--- config.mk ---
export PLATFORM = sky130hd
export DESIGN_NAME = idu_dispatch
export DESIGN_NICKNAME = d
export VERILOG_FILES = /design/src/rtl/idu_dispatch_pkg.sv /design/src/rtl/idu_ins_fifo.sv /design/src/rtl/idu_dispatch.sv
export SDC_FILE = /design/constraint.sdc
export NUM_CORES = 1
export LEC_CHECK = 0
export BUFFER_PORTS_ARGS = -buffer_cell sky130_fd_sc_hd__buf_2
export CAP_MARGIN = 10
export CORE_MARGIN = 3
export CORE_UTILIZATION = 50
export DETAILED_ROUTE_END_ITERATION = 7
export PLACE_DENSITY = 0.81
export SLEW_MARGIN = 20
export SYNTH_ARGS = -nofsm -noshare
export SYNTH_HDL_FRONTEND = slang
export SYNTH_SLANG_ARGS = --single-unit
--- constraint.sdc ---
create_clock -name clk -period 5.8 [get_ports clk]
set_input_delay 1.16 -clock clk [delete_from_list [all_inputs] [get_ports clk]]
set_output_delay 1.16 -clock clk [all_outputs]
set_load 0.03 [all_outputs]
--- src/rtl/idu_dispatch_pkg.sv ---
// Shared definitions for the instruction decode/dispatch front end:
// opcode classes, instruction-word field positions, FSM encoding and
// the decoded-entry layout carried through the dispatch queue.
package idu_dispatch_pkg;

    localparam int QDEPTH = 2;

    // Opcode classes
    localparam logic [7:0] OP_HALT      = 8'h00;
    localparam logic [7:0] OP_NOP       = 8'h01;
    localparam logic [7:0] OP_MAX_LEGAL = 8'h0F;

    // Instruction word field positions (LSB of each field)
    localparam int OP_LSB   = 56;
    localparam int DST_LSB  = 40;
    localparam int SRC0_LSB = 24;
    localparam int SRC1_LSB = 8;
    localparam int LEN_LSB  = 0;

    typedef enum logic [1:0] {
        ST_IDLE  = 2'd0,
        ST_RUN   = 2'd1,
        ST_DRAIN = 2'd2
    } idu_state_t;

    typedef struct packed {
        logic [7:0]  op;
        logic [15:0] dst;
        logic [15:0] src0;
        logic [15:0] src1;
        logic [7:0]  len;
    } idu_entry_t;

    localparam int ENTRY_W = $bits(idu_entry_t);

    function automatic idu_entry_t decode_ins(input logic [63:0] ins);
        idu_entry_t e;
        e.op   = ins[OP_LSB   +: 8];
        e.dst  = ins[DST_LSB  +: 16];
        e.src0 = ins[SRC0_LSB +: 16];
        e.src1 = ins[SRC1_LSB +: 16];
        e.len  = ins[LEN_LSB  +: 8];
        return e;
    endfunction

    function automatic logic is_dispatch(input logic [7:0] op);
        return (op > OP_NOP) && (op <= OP_MAX_LEGAL);
    endfunction

    function automatic logic is_illegal(input logic [7:0] op);
        return op > OP_MAX_LEGAL;
    endfunction

endpackage

--- src/rtl/idu_ins_fifo.sv ---
// Two-entry synchronous FIFO built from a 1-bit read pointer, a 1-bit
// write pointer and a 2-bit occupancy count. Flush empties it in one
// cycle and wins over push/pop. The head reads as zero while empty.
// The default width covers the operand/length fields; the top level
// widens it so each entry also carries the opcode.
module idu_ins_fifo #(
    parameter int WIDTH = 56
) (
    input  logic             clk,
    input  logic             rst,
    input  logic             flush,
    input  logic             push,
    input  logic             pop,
    input  logic [WIDTH-1:0] din,
    output logic [WIDTH-1:0] dout,
    output logic             full,
    output logic             empty,
    output logic [1:0]       count
);

    logic [WIDTH-1:0] mem [2];
    logic             rd_ptr;
    logic             wr_ptr;
    logic [1:0]       cnt;
    logic             do_push;
    logic             do_pop;

    assign full    = (cnt == 2'd2);
    assign empty   = (cnt == 2'd0);
    assign count   = cnt;
    assign do_push = push & ~full;
    assign do_pop  = pop & ~empty;
    assign dout    = empty ? '0 : mem[rd_ptr];

    // Pointer, count and storage update; pointers wrap modulo 2
    always_ff @(posedge clk or posedge rst) begin
        if (rst) begin
            rd_ptr <= 1'b0;
            wr_ptr <= 1'b0;
            cnt    <= 2'd0;
            mem[0] <= '0;
            mem[1] <= '0;
        end else if (flush) begin
            rd_ptr <= 1'b0;
            wr_ptr <= 1'b0;
            cnt    <= 2'd0;
        end else begin
            if (do_push) begin
                mem[wr_ptr] <= din;
                wr_ptr      <= ~wr_ptr;
            end
            if (do_pop) begin
                rd_ptr <= ~rd_ptr;
            end
            cnt <= cnt + {1'b0, do_push} - {1'b0, do_pop};
        end
    end

endmodule

--- src/rtl/idu_dispatch.sv ---
// Decode/dispatch front end. Consumes 64-bit words from fetch, decodes
// the fields, filters NOP/illegal/HALT, queues dispatchable entries in a
// two-entry FIFO and presents the head to the execution unit.
//
// Handshakes: a transfer happens on a cycle where the producer's valid
// and the consumer's ready are both high. Valid never depends on ready.
// Fetch side: accept = ifu_idu_vld & idu_ifu_rdy; idu_ifu_wfi low tells
// fetch to drop its valid next cycle. Execute side: dequeue =
// idu_exu_vld & exu_idu_rdy; head fields hold while valid and not taken.
module idu_dispatch
    import idu_dispatch_pkg::*;
(
    input  logic        clk,
    input  logic        rst,
    input  logic        start_vld,
    input  logic        ifu_idu_vld,
    input  logic [63:0] ifu_idu_ins,
    output logic        idu_ifu_rdy,
    output logic        idu_ifu_wfi,
    output logic        idu_exu_vld,
    output logic [7:0]  idu_exu_op,
    output logic [15:0] idu_exu_dst,
    output logic [15:0] idu_exu_src0,
    output logic [15:0] idu_exu_src1,
    output logic [7:0]  idu_exu_len,
    input  logic        exu_idu_rdy,
    output logic        idu_busy,
    output logic        idu_done,
    output logic        idu_err,
    output logic [1:0]  dbg_state
);

    idu_state_t state;
    idu_state_t state_next;
    idu_entry_t dec;
    idu_entry_t head;

    logic       accept;
    logic       halt_acc;
    logic       push;
    logic       ill_acc;
    logic       pop;
    logic       fifo_full;
    logic       fifo_empty;
    logic [1:0] fifo_count;
    logic [1:0] count_next;
    logic       busy_d;
    logic       done_d;
    logic       busy_q;
    logic       done_q;
    logic       err_q;

    assign dec      = decode_ins(ifu_idu_ins);
    assign idu_ifu_rdy = (state == ST_RUN) & ~fifo_full;
    assign accept   = ifu_idu_vld & idu_ifu_rdy;
    assign halt_acc = accept & (dec.op == OP_HALT);
    assign push     = accept & is_dispatch(dec.op);
    assign ill_acc  = accept & is_illegal(dec.op);
    assign pop      = idu_exu_vld & exu_idu_rdy;

    // Occupancy after this edge; start_vld flushes regardless of traffic
    assign count_next = start_vld ? 2'd0
                                  : fifo_count + {1'b0, push} - {1'b0, pop};

    idu_ins_fifo #(
        .WIDTH (ENTRY_W)
    ) u_fifo (
        .clk   (clk),
        .rst   (rst),
        .flush (start_vld),
        .push  (push),
        .pop   (pop),
        .din   (dec),
        .dout  (head),
        .full  (fifo_full),
        .empty (fifo_empty),
        .count (fifo_count)
    );

    assign idu_exu_vld  = ~fifo_empty;
    assign idu_exu_op   = head.op;
    assign idu_exu_dst  = head.dst;
    assign idu_exu_src0 = head.src0;
    assign idu_exu_src1 = head.src1;
    assign idu_exu_len  = head.len;

    // FSM state register
    always_ff @(posedge clk or posedge rst) begin
        if (rst) begin
            state <= ST_IDLE;
        end else begin
            state <= state_next;
        end
    end

    // FSM next state; start_vld outranks every other event
    always_comb begin
        state_next = state;
        if (start_vld) begin
            state_next = ST_RUN;
        end else begin
            case (state)
                ST_IDLE:  state_next = ST_IDLE;
                ST_RUN:   if (halt_acc) state_next = ST_DRAIN;
                ST_DRAIN: if (fifo_empty) state_next = ST_IDLE;
                default:  state_next = ST_IDLE;
            endcase
        end
    end

    // FSM outputs: fetch keep-alive and the pre-register busy/done terms
    always_comb begin
        idu_ifu_wfi = (state == ST_RUN) & ~halt_acc;
        busy_d      = (state_next != ST_IDLE);
        // Done lands in the one DRAIN cycle that sees an empty queue
        done_d      = (state_next == ST_DRAIN) & (count_next == 2'd0);
    end

    // Registered status flags; err is sticky until start_vld
    always_ff @(posedge clk or posedge rst) begin
        if (rst) begin
            busy_q <= 1'b0;
            done_q <= 1'b0;
            err_q  <= 1'b0;
        end else begin
            busy_q <= busy_d;
            done_q <= done_d;
            if (start_vld) begin
                err_q <= 1'b0;
            end else if (ill_acc) begin
                err_q <= 1'b1;
            end
        end
    end

    assign idu_busy  = busy_q;
    assign idu_done  = done_q;
    assign idu_err   = err_q;
    assign dbg_state = state;

endmodule

==> results.py, run 1 <==
metrics = {
    "run_status": {
        "status": "finished clean",
    },
    "yosys": {
        "synthArstFlopShare_pct": 100,
        "yosysSeqAreaShare_pct": 53.8,
        "syn_avg_cell_area_um2": 13.6,
        "ys_warn_count": 0,
        "ys_top_cells_by_area": "dfrtp_1 (54%), mux2_4 (12%), mux2_2 (11%)",
        "yosysTopAreaCell": "dfrtp_1",
        "synthesis.area_um2": 6380,
        "ys.flop_type": "dfrtp_1",
        "yosys-top-cells-count": "dfrtp_1 (137), nor2_1 (72), mux2i_1 (64)",
        "synth_nets": 542,
        "ys_types": 31,
        "synthCells": 468,
        "synth_edf_count": 0,
        "synth-seq-cells": 137,
        "yosys.area.top_type_share_pct": 53.8,
        "synth.most_common_cell": "dfrtp_1",
    },
    "critical_path": {
        "endpoint_kind": "primary output",
        "crit_start": "ifu_idu_ins[60]",
        "rrSetupSlack_ns": 3.00,
        "cp_max_fo": 4,
        "r2r_cells": 5,
        "timing.rr.start": "u_fifo.count[1]$_DFF_PP0_",
        "required_ns": 4.64,
        "cp.arrival_ns": 2.62,
        "critPathLaunchType": "input port",
        "crit_type": "in2out",
        "endpoint": "idu_ifu_wfi",
        "timing.rr.end": "u_fifo.mem[43]$_DFFE_PP0P_",
    },
    "layout": {
        "area_growth_pct": 22.4,
        "seqCellArea_um2": 3430,
        "stdcell_count": 785,
        "fillCellCount": 952,
        "diodes": 0,
        "finalNetCount": 679,
        "multi_input_area_um2": 2770,
        "drive_above_1_share_pct": 47.0,
    },
    "placed_design": {
        "io_buffers": 140,
        "gp_congestion": 0.775,
        "placedCellCount": 753,
        "dp_hpwl_um": 8420,
    },
    "clocking": {
        "cts_made_buffers": 17,
        "cts_hold_buffers": 0,
        "cts_tree": "yes",
        "clock_path_buffers": 2,
        "cts_sinks": 137,
        "cts_root_buf": "clkbuf_16",
        "insertion_delay_ns": 0.41,
        "clkTransAtPathRegs_ns": 0.05,
        "post_cts_resized": 0,
        "postCtsSetupRepairBufs": 0,
        "cts_max_level": 4,
    },
    "die": {
        "die-area_um2": 14100,
        "die_h_um": 119,
        "start_util_pct": 52.0,
        "placement_rows": 40,
        "io_pins": 141,
        "core_area_um2": 12300,
        "dieWidth_um": 119,
    },
    "global_routing": {
        "grt_first_pass_wirelength_um": 22100,
        "grt_util_all_layers_pct": 19.6,
        "first_global_vias": 4323,
        "grt_max_degree": 73,
        "grt_overflow": 0,
        "antenna_found_initial": 0,
    },
    "routing": {
        "drc": 0,
        "viasPerCell": 5.16,
        "num_vias": 4053,
        "wl_per_cell_um": 16.9,
        "drtIter0Drc": 186,
        "drtAntennaViolNets": 0,
        "wl_um": 13300,
        "drtPass1Iterations": 4,
    },
    "sta": {
        "slew_viol_final": 0,
        "period_needed_ns": 3.78,
        "fin_crit_sh_pct": 65.2,
        "fin_skew_ns": 0.00713,
        "rsz0062_at_grt": "false",
        "timing.setup.tns_ns": 0,
        "clock.fmax_mhz": 264,
        "hold_violations": 0,
        "relSlewSlack_pct": 33.0,
        "tightest_slew_ns": 1.00,
        "setup_violations": 0,
    },
    "power_and_ir_drop": {
        "p_leak_uw": 0.00406,
        "ir_drop_uv": 248,
        "design_power_total_uw": 2980,
        "p_per_area_nw_per_um2": 382,
    },
    "run": {
        "maxCapViolCount": 0,
    },
    "worst_hold_path": {
        "hp-class": "reg2reg",
    },
}
## power by group
part	leakage, uW	internal, uW	switching [uW]	total, uW
Clock	0.000292	718	378	1100
Combinational	0.00190	282	465	747
Sequential	0.00186	1040	94.0	1140
Total	0.00406	2040	937	2980
## sequential cells by signal, indices dropped and copies added (netlist names)
| name | flops |
|---|---|
| u_fifo.wr_ptr | 1 |
| idu_done | 1 |
| idu_err | 1 |
| u_fifo.mem | 128 |
| u_fifo.count | 2 |
| idu_busy | 1 |
| dbg_state | 2 |
| u_fifo.rd_ptr | 1 |
## layout by cell type (no fill, tap or decap), types with 2 or more instances in the layout
cell type	Yosys	layout
mux2_2	60	60
ha_1	5	5
clkbuf_16	0	17
buf_4	1	5
xor2_1	2	2
inv_1	8	7
o21ai_0	2	2
dfrtp_1	137	136
clkinv_2	0	2
clkinvlp_4	0	2
bufinv_16	0	3
mux2i_1	64	64
nor2b_1	2	2
and2_1	9	9
nor4_1	3	3
mux2_1	10	10
mux2_4	50	50
clkbuf_1	9	3
buf_2	6	140
nor2_1	72	71
xnor2_1	3	3
a211oi_1	2	2
clkbuf_8	0	4
## routing by layer
layer | vias up | part of all wire [%] | GRT usage (%)
met1 | 2037 | 45 | 25.5
met5 | - | 0 | 0
met2 | 119 | 48 | 32.1
met4 | 0 | 1.1 | 5.79
met3 | 13 | 5.7 | 5.46
li1 | 1884 | - | -
## per-stage QoR
step | area, um2 | utilization, % | hold WS, ns | worst slack, ns
global route | 7800 | 63.7 | 0.515 | 2.02
global placement | 7180 | 58.5 | 0.468 | 2.13
CTS | 7780 | 63.5 | 0.494 | 2.06
floorplan | 6380 | - | 0.453 | 0.972
finish | 7800 | 63.7 | 0.491 | 2.02
detailed placement | 7180 | 58.5 | 0.471 | 2.03
## final cells by class
cell class	instances	area share, %
flip-flops and latches	137	44.0
multi-input cells	295	35.4
repair buffers	146	9.71
clock buffers	24	6.30
well taps	168	2.69
clock inverters	7	1.47
inverters	8	0.417
## worst max-delay path, stage by stage
cell and delay, ns:
buf_2 0.09, or4_4 0.56, nor4_1 0.53, nor2_1 0.08
buf_2 0.20
## how the worst min path moves through the flow
stage / start / end / cells past startpoint
after floorplan: u_fifo.mem[124]$_DFFE_PP0P_ / u_fifo.mem[124]$_DFFE_PP0P_ / 1
after global placement: u_fifo.mem[124]$_DFFE_PP0P_ / u_fifo.mem[124]$_DFFE_PP0P_ / 1
after detailed placement: u_fifo.mem[127]$_DFFE_PP0P_ / u_fifo.mem[127]$_DFFE_PP0P_ / 1
after CTS: u_fifo.mem[127]$_DFFE_PP0P_ / u_fifo.mem[127]$_DFFE_PP0P_ / 1
after global routing: u_fifo.mem[89]$_DFFE_PP0P_ / u_fifo.mem[89]$_DFFE_PP0P_ / 1
final: u_fifo.mem[127]$_DFFE_PP0P_ / u_fifo.mem[127]$_DFFE_PP0P_ / 1
## cell families after synthesis
| group | Yosys count | share of synthesized area (%) |
|---|---|---|
| compound gates | 7 | 0.706 |
| buf+inv | 36 | 3.00 |
| flops | 137 | 53.8 |
| xor+xnor | 5 | 0.687 |
| fa+ha+maj | 5 | 0.981 |
| mux | 184 | 34.2 |
| simple gates | 94 | 6.69 |
Note: power is estimated with default switching activity, not from simulation.
==> run 2, diff against run 1 <==
==> constraint.sdc (replaced) <==
create_clock -name clk -period 3.7 [get_ports clk]
set_input_delay 0.74 -clock clk [delete_from_list [all_inputs] [get_ports clk]]
set_output_delay 0.74 -clock clk [all_outputs]
set_load 0.03 [all_outputs]
==> results.py, run 2 (synthesis results as in run 1) <==
metrics = {
    "run_status": {
        "status": "finished clean",
    },
    "sta": {
        "clock.fmax_mhz": 349,
        "timing.setup.tns_ns": 0,
        "fin_skew_ns": 0.0107,
        "slew_viol_final": 0,
        "fin_crit_sh_pct": 77.3,
        "period_needed_ns": 2.86,
        "hold_violations": 0,
        "tightest_slew_ns": 0.890,
        "relSlewSlack_pct": 40.6,
        "setup_violations": 0,
        "rsz0062_at_grt": "false",
    },
    "die": {
        "io_pins": 141,
        "start_util_pct": 52.0,
        "dieWidth_um": 119,
        "die_h_um": 119,
        "core_area_um2": 12300,
        "placement_rows": 40,
        "die-area_um2": 14100,
    },
    "clocking": {
        "clkTransAtPathRegs_ns": 0.06,
        "cts_made_buffers": 17,
        "cts_root_buf": "clkbuf_16",
        "clock_path_buffers": 2,
        "cts_tree": "yes",
        "cts_sinks": 137,
        "post_cts_resized": 0,
        "postCtsSetupRepairBufs": 0,
        "cts_hold_buffers": 0,
        "insertion_delay_ns": 0.41,
        "cts_max_level": 4,
    },
    "critical_path": {
        "endpoint_kind": "primary output",
        "timing.rr.start": "u_fifo.count[1]$_DFF_PP0_",
        "cp.arrival_ns": 2.12,
        "crit_type": "reg2out",
        "critPathLaunchType": "flip-flop",
        "crit_start": "u_fifo.rd_ptr$_DFFE_PP0P_",
        "rrSetupSlack_ns": 1.47,
        "cp_max_fo": 36,
        "endpoint": "idu_exu_src1[1]",
        "timing.rr.end": "idu_done$_DFF_PP0_",
        "required_ns": 2.96,
        "r2r_cells": 8,
    },
    "worst_hold_path": {
        "hp-class": "reg2reg",
    },
    "layout": {
        "finalNetCount": 683,
        "layout_commonest_cell": "buf_2",
        "regMostFlops": "u_fifo.mem",
        "largest_reg_flops": 128,
        "diodes": 0,
        "most-common-layout-cells": "buf_2 (140), dfrtp_1 (136), nor2_1 (71)",
        "drive_above_1_share_pct": 47.5,
        "area_growth_pct": 23.0,
    },
    "global_routing": {
        "grt_util_all_layers_pct": 19.4,
        "antenna_found_initial": 0,
        "grt_overflow": 0,
        "first_global_vias": 4492,
        "grt_max_degree": 62,
        "grt_first_pass_wirelength_um": 22100,
    },
    "power_and_ir_drop": {
        "netSwitchingFraction_pct": 31.5,
        "p_int_uw": 3190,
        "design_power_total_uw": 4650,
        "p_clk_share_pct": 36.1,
        "p_comb_share_pct": 25.3,
        "power_frac_seq_pct": 38.5,
        "p_per_area_nw_per_um2": 593,
        "switching_power_uw": 1470,
        "p_leak_uw": 0.00408,
        "ir_drop_uv": 366,
    },
    "placed_design": {
        "dp_hpwl_um": 8630,
        "gp_congestion": 0.752,
        "io_buffers": 140,
    },
    "routing": {
        "drtAntennaViolNets": 0,
        "drtIter0Drc": 179,
        "drtPass1Iterations": 4,
        "wl_um": 13000,
        "viasPerCell": 5.20,
        "wl_per_cell_um": 16.5,
        "num_vias": 4105,
        "drc": 0,
    },
    "run": {
        "maxCapViolCount": 0,
    },
}
-- run 2: cell count changes in the layout (fill, tap and decap cells not counted), sizes merged --
cell    previous run  this run
buf              146       150
bufinv             3         2
clkbuf            24        25
clkinv             2         3
inv                8         7
-- run 2: stage by stage --
step,cell area [um2],hold WS [ns],std cells,utilization (%),setup slack (ns)
after global placement,7240,0.468,758,59.1,0.912
after detailed placement,7240,0.471,758,59.1,0.875
after floorplan,6380,0.453,468,-,1.09
after CTS,7840,0.488,789,64.0,0.803
after global routing,7840,0.509,789,64.0,0.693
final,7840,0.485,789,64.0,0.839
-- run 2: power groups by stage --
| stage | clock [uW] | sequential (uW) | combinational [uW] |
|---|---|---|---|
| floorplan | 0 | 1720 | 934 |
| global placement | 0 | 1810 | 1170 |
| detailed placement | 0 | 1820 | 1190 |
| CTS | 1730 | 1790 | 1200 |
| global route | 1800 | 1810 | 1280 |
| finish | 1680 | 1790 | 1180 |
-- run 2: worst min path at each step --
stage                           startpoint                     endpoint  slack [ns]  depth (start not counted)
3_3_place_gp   u_fifo.mem[125]$_DFFE_PP0P_  u_fifo.mem[125]$_DFFE_PP0P_        0.47                          1
6_report        u_fifo.mem[61]$_DFFE_PP0P_   u_fifo.mem[61]$_DFFE_PP0P_        0.48                          1
3_5_place_dp    u_fifo.mem[61]$_DFFE_PP0P_   u_fifo.mem[61]$_DFFE_PP0P_        0.47                          1
4_1_cts         u_fifo.mem[61]$_DFFE_PP0P_   u_fifo.mem[61]$_DFFE_PP0P_        0.49                          1
5_1_grt        u_fifo.mem[123]$_DFFE_PP0P_  u_fifo.mem[123]$_DFFE_PP0P_        0.51                          1
2_1_floorplan  u_fifo.mem[124]$_DFFE_PP0P_  u_fifo.mem[124]$_DFFE_PP0P_        0.45                          1
-- run 2: final cells by class --
type | count | area (um2)
Inverter | 8 | 33.8
Fill cell | 945 | 4420
Timing Repair Buffer | 150 | 801
Clock buffer | 25 | 515
Clock inverter | 6 | 86.3
Sequential cell | 137 | 3430
Tap cell | 168 | 210
Multi-Input combinational cell | 295 | 2770
-- run 2: worst max-delay path: stages (launching register included) --
cell	delay (ns)
dfrtp_4	0.86
buf_12	0.32
mux2i_1	0.22
nor2_1	0.08
buf_2	0.20
-- run 2: layer usage --
layer  up-vias  GRT usage (%)  share of wire (%)
met3        12           6.13                5.8
li1       1900              -                  -
met2       106           31.5                 49
met1      2087           24.9                 45
met4         0           6.08               0.98
met5         -              0                  0
